### src/rtl/trace_commit_scheduler_pkg.sv
// trace_commit_scheduler_pkg: slot state, tag type and trace record pack/unpack shared by the commit scheduler and trackers
package trace_commit_scheduler_pkg;
  localparam int TRACE_W = 256;
  localparam int DEFAULT_DEPTH = 4;
  localparam int TAG_W = $clog2(DEFAULT_DEPTH);
  typedef logic [TAG_W-1:0] tag_t;
  typedef struct packed {
    logic alloc;
    logic done;
  } commit_slot_t;
  typedef struct packed {
    logic        valid;
    logic [63:0] pc;
    logic [31:0] instr;
    logic [4:0]  rd_addr;
    logic [63:0] rd_wdata;
    logic [63:0] mem_addr;
    logic [25:0] rsvd;
  } trace_output;
  function automatic logic [TRACE_W-1:0] pack_trace(input trace_output t);
    return t;
  endfunction
  function automatic trace_output unpack_trace(input logic [TRACE_W-1:0] v);
    return v;
  endfunction
endpackage

### src/rtl/trace_commit_scheduler_rr_arbiter.sv
// rr_arbiter: round-robin one-hot grant starting at a rotating pointer that advances past the winner on accept
module rr_arbiter #(
  parameter int N = 2,
  localparam int IW = N > 1 ? $clog2(N) : 1
) (
  input  logic          clk,
  input  logic          rst,
  input  logic          i_clr,
  input  logic [N-1:0]  i_req,
  input  logic          i_adv,
  output logic [N-1:0]  o_gnt,
  output logic [IW-1:0] o_idx
);
  logic [IW-1:0] r_ptr;
  logic          w_found;
  always_comb begin
    o_gnt = '0;
    o_idx = '0;
    w_found = 1'b0;
    for (int k = 0; k < N; k++)
      if (!w_found && i_req[(int'(r_ptr) + k) % N]) begin
        w_found = 1'b1;
        o_idx = IW'((int'(r_ptr) + k) % N);
      end
    if (w_found) o_gnt[o_idx] = 1'b1;
  end
  always_ff @(posedge clk or posedge rst)
    if (rst) r_ptr <= '0;
    else if (i_clr) r_ptr <= '0;
    else if (i_adv) r_ptr <= (int'(o_idx) == N - 1) ? '0 : o_idx + 1'b1;
endmodule

### src/rtl/trace_commit_scheduler.sv
// trace_commit_scheduler: in-order reorder buffer collecting out-of-order trace records from several trackers
module trace_commit_scheduler
  import trace_commit_scheduler_pkg::*;
#(
  parameter int NUM_SRC = 2,
  parameter int TRACE_WIDTH = 256,
  parameter int DEPTH = 4,
  localparam int TAG_WIDTH = $clog2(DEPTH),
  localparam int IW = NUM_SRC > 1 ? $clog2(NUM_SRC) : 1
) (
  input  logic                           clk,
  input  logic                           rst,
  input  logic                           flush,
  input  logic                           alloc_req,
  output logic                           alloc_gnt,
  output logic [TAG_WIDTH-1:0]           alloc_tag,
  input  logic [NUM_SRC-1:0]             src_valid,
  input  logic [NUM_SRC*TAG_WIDTH-1:0]   src_tag,
  input  logic [NUM_SRC*TRACE_WIDTH-1:0] src_data,
  output logic [NUM_SRC-1:0]             src_ready,
  output logic                           out_valid,
  output logic [TRACE_WIDTH-1:0]         out_data,
  input  logic                           out_ready,
  output logic [TAG_WIDTH:0]             occupancy,
  output logic                           err_o
);
  commit_slot_t            r_slot [DEPTH];
  logic [TRACE_WIDTH-1:0]  r_data [DEPTH];
  logic [TAG_WIDTH-1:0]    r_head, r_tail;
  logic [TAG_WIDTH:0]      r_count;
  logic                    r_err;
  logic [NUM_SRC-1:0]      w_gnt;
  logic [IW-1:0]           w_idx;
  logic [TAG_WIDTH-1:0]    w_tag;
  logic [TRACE_WIDTH-1:0]  w_data;
  logic                    w_xfer, w_legal, w_retire;
  rr_arbiter #(.N(NUM_SRC)) u_arb (
    .clk   (clk),
    .rst   (rst),
    .i_clr (flush),
    .i_req (src_valid),
    .i_adv (w_xfer),
    .o_gnt (w_gnt),
    .o_idx (w_idx)
  );
  assign src_ready = flush ? '0 : w_gnt;
  assign w_xfer    = |src_ready;
  assign w_tag     = src_tag[w_idx*TAG_WIDTH +: TAG_WIDTH];
  assign w_data    = src_data[w_idx*TRACE_WIDTH +: TRACE_WIDTH];
  assign w_legal   = r_slot[w_tag].alloc & ~r_slot[w_tag].done;
  // full blocks allocation even when the head retires this cycle
  assign alloc_gnt = alloc_req & ~flush & (r_count < (TAG_WIDTH+1)'(DEPTH));
  assign alloc_tag = r_tail;
  assign out_valid = ~flush & r_slot[r_head].alloc & r_slot[r_head].done;
  assign out_data  = r_data[r_head];
  assign w_retire  = out_valid & out_ready;
  assign occupancy = r_count;
  assign err_o     = r_err;
  always_ff @(posedge clk or posedge rst)
    if (rst) begin
      for (int i = 0; i < DEPTH; i++) begin
        r_slot[i] <= '0;
        r_data[i] <= '0;
      end
      r_head  <= '0;
      r_tail  <= '0;
      r_count <= '0;
      r_err   <= 1'b0;
    end else if (flush) begin
      for (int i = 0; i < DEPTH; i++) r_slot[i] <= '0;
      r_head  <= '0;
      r_tail  <= '0;
      r_count <= '0;
    end else begin
      if (w_xfer && w_legal) begin
        r_slot[w_tag].done <= 1'b1;
        r_data[w_tag] <= w_data;
      end
      r_err <= r_err | (w_xfer & ~w_legal);
      if (w_retire) begin
        r_slot[r_head] <= '0;
        r_head <= r_head + 1'b1;
      end
      if (alloc_gnt) begin
        r_slot[r_tail] <= '{alloc: 1'b1, done: 1'b0};
        r_tail <= r_tail + 1'b1;
      end
      r_count <= r_count + (TAG_WIDTH+1)'(alloc_gnt) - (TAG_WIDTH+1)'(w_retire);
    end
endmodule

### config.mk
export PLATFORM = sky130hd
export DESIGN_NAME = trace_commit_scheduler
export DESIGN_NICKNAME = d
export VERILOG_FILES = /design/src/rtl/trace_commit_scheduler_pkg.sv /design/src/rtl/trace_commit_scheduler_rr_arbiter.sv /design/src/rtl/trace_commit_scheduler.sv
export SDC_FILE = /design/constraint.sdc
export NUM_CORES = 2
export LEC_CHECK = 0
export BUFFER_PORTS_ARGS = -buffer_cell sky130_fd_sc_hd__buf_2
export CAP_MARGIN = 20
export CELL_PAD_IN_SITES_DETAIL_PLACEMENT = 1
export CELL_PAD_IN_SITES_GLOBAL_PLACEMENT = 1
export CORE_MARGIN = 2
export CORE_UTILIZATION = 40
export DETAILED_ROUTE_END_ITERATION = 8
export PLACE_DENSITY = 0.73
export RECOVER_POWER = 100
export SLEW_MARGIN = 20
export SYNTH_ARGS = -nofsm -noshare
export SYNTH_HDL_FRONTEND = slang
export SYNTH_SLANG_ARGS = --single-unit
### constraint.sdc
create_clock -name clk -period 33.5 [get_ports clk]
set_input_delay 6.7 -clock clk [delete_from_list [all_inputs] [get_ports clk]]
set_output_delay 6.7 -clock clk [all_outputs]
set_load 0.02 [all_outputs]
==> flow_summary.ini <==
[logic_synthesis]
synth_seq_cells = 1041
synth.distinct_cells = 44
synth_top_area_cell = dfrtp_1
synth_top_cell_area_share = 0.567
synth_top_family_by_area = multiplexers
syn_avg_cell_area_sq_um = 11.4
syn-cell-area_sq_um = 46000
yosys_warnings = 0
synth_compound_area_frac = 0.117
yosysSeqAreaShare = 0.567
synth_xor_area_frac = 0.000762
synth-simple-area-share = 0.0898
synthTopCellsByArea = dfrtp_1, mux4_2, a21oi_1, nor2_1, mux2i_1
synth-edff-count = 0
synth_fa_ha_area_frac = 0.00316
synthCells = 4028
mappedNetlistNets = 4562
synth_async_sr_flop_share = 1.00
ys.flop_type = dfrtp_1
synthMuxAreaShare = 0.182

[hold_path]
hold_path.class = flop to flop

[grt]
track_usage = 0.222
grt_pass1_vias = 35800
grt_pass1_wl_um = 206000
grt_antenna_before_repair = 8
grt_max_degree = 206
grt-ovfl-total = 0

[critical_path]
endpoint_kind = async pin
crit_required_ns = 34.25
cp_data_arrival_time_ns = 20.67
worstPathBufferInverterCount = 7
crit_chain = buf_2 > clkinvlp_2 > clkbuf_1 > clkbuf_1 > clkbuf_1 > buf_6 > buf_4
critPathLaunchType = input port
critPathTopFamily = buffers and inverters
critPathMaxStageDelay_ns = 5.91
cp_max_fo = 157
cp_slowest_cell = clkbuf_1
crit_top_cell = clkbuf_1
worstSetupPathType = input port to async pin

[die]
core_area_sq_um = 114000
die_area_sq_um = 118000
die_w_um = 343
fp-row-count = 124
initial_core_util = 0.402
io_pins = 789
die_y_um = 343

[clock_network]
post_cts_buffers = 0
clk_latency_ns = 0.70
clock_sinks = 1041
cts_htree_levels = 3
ctsResizeCount = 0
cts_buffers = 113
root_buffer = clkbuf_16
cts.path.max_buffers = 3
cts.hold.buffers_added = 0
cts_tree = yes
clkTransAtPathRegs_ns = 0.06

[finish]
drive_above_1_share = 0.209
nNetsFinal = 5196
n_fill_cell = 12500
final_common_cell = dfrtp_1
n_antenna_cell = 0
final_area_sq_um = 53900
layout_common_cells = dfrtp_1, a21oi_1, nor2_1, buf_2, clkbuf_1
area_growth_pct = 17.3

[pwr]
p_sw_mw = 1.35
worst_ir_drop_vdd_uv = 40.7
power_frac_comb = 0.256
power_density_nw_per_um2 = 77.4
p_seq_frac = 0.426
p_clk_frac = 0.318
swShare = 0.323
p_leak_nw = 25.0
intPower_mw = 2.83
power_mw = 4.17

[routing]
drt-initial-drc-count = 1505
routedWlPerCell_um = 21.0
first_pass_iters = 5
vias_per_cell = 5.34
antenna_left = 0
vias = 33500
drc = 0
wirelength_um = 132000

[sta]
fin_skew_ns = 0.0353
finalSetupViolCount = 0
tightest_slew_ns = 8.50
fmax_mhz = 50.2
rsz0062_at_grt = no
fin_crit_sh = 0.595
hold_viol = 0
period_needed_ns = 19.92
setup_tns_ns = 0
whs_ns = 0.475
slew_headroom = -4.66
drv_slew = 2363

[placement]
hpwl_um = 85300
numPortBuffers = 788
gp_congestion = 0.755
placed_area_sq_um = 50500

[run]
cap_violations = 35

[outcome]
status = finished, violations left
violations = max-capacitance violations, max-slew violations
per-layer routing:
metal / up-vias / GRT usage / part of all wire
li1: 15400 / - / -
met1: 17200 / 0.279 / 0.41
met2: 692 / 0.393 / 0.52
met3: 179 / 0.0398 / 0.048
met4: 4 / 0.0598 / 0.025
met5: - / 0 / 0.00017
cell families after synthesis:
group / Yosys count
xor gates and xnor gates: 4
adders and majority gates: 11
AOI/OAI and AO/OA: 1054
muxes: 514
DFF: 1041
and+or+nand+nor: 1074
buffers and inverters: 330
area by class of cell:
class,count,area [sq um],share of cell area
Clock buffer,168,3330,0.0619
Clock inverter,41,653,0.0121
Inverter,11,42.5,0.000789
Multi-Input combinational cell,2657,18000,0.334
Timing Repair Buffer,838,3930,0.0728
Tap cell,1512,1890,0.0351
Sequential cell,1041,26100,0.483
path summary, 6_finish.rpt:
check / slack (ns) / cells after the start / endpoint / from
worst min-delay path: 0.47 / 2 / r_data[528] / r_data[528]
worst max register to register: 20.24 / 7 / r_data[913] / r_slot[6]
max in group clk: 14.22 / 8 / r_data[913] / src_valid[1]
min in group asynchronous: 6.19 / 2 / r_data[109] / rst
worst max-delay path: 13.58 / 7 / r_data[501] / rst
worst min register to register: 0.47 / 2 / r_data[528] / r_data[528]
state kept, by name, summed over array words and instances (netlist names):
signal       flops
r_slot           8
r_head           2
u_arb.r_ptr      1
r_data        1024
occupancy        3
err_o            1
alloc_tag        2
Yosys cell counts (3+ instances only):
cell      instances
a311oi_1          4
o21ai_0         154
dfrtp_1        1041
xnor2_1           3
nand3_1           3
nand2_1         265
o21ai_1         103
and2_1            7
buf_1            13
o211ai_1          3
buf_4            80
buf_6            17
nor3_1            3
mux4_2          257
buf_2           169
mux2i_1         257
a21oi_1         781
nor2_1          779
ha_1             10
inv_1             9
nor2b_1           3
clkbuf_1         40
tightest hold or removal path, stage by stage, from the launching register on:
cell and delay [ns]:
dfrtp_1 0.33, nand2_1 0.04, o21ai_0 0.06
through the flow:
step / instances / setup slack [ns] / util
global route: 6268 / 11.13 / 0.472
finish: 6268 / 13.58 / 0.472
detailed placement: 6059 / 18.58 / 0.442
CTS: 6268 / 18.58 / 0.477
global placement: 6059 / 18.61 / 0.442
floorplan: 4028 / 12.45 / -
power by group through the flow:
stage	Combinational (mW)	Clock (mW)	Sequential, mW
floorplan	0.759	0	1.74
global placement	1.08	0	1.77
detailed placement	1.12	0	1.79
CTS	1.13	1.36	1.77
global route	1.18	1.40	1.82
finish	1.07	1.33	1.78
Note: power is estimated with default switching activity, not from simulation.
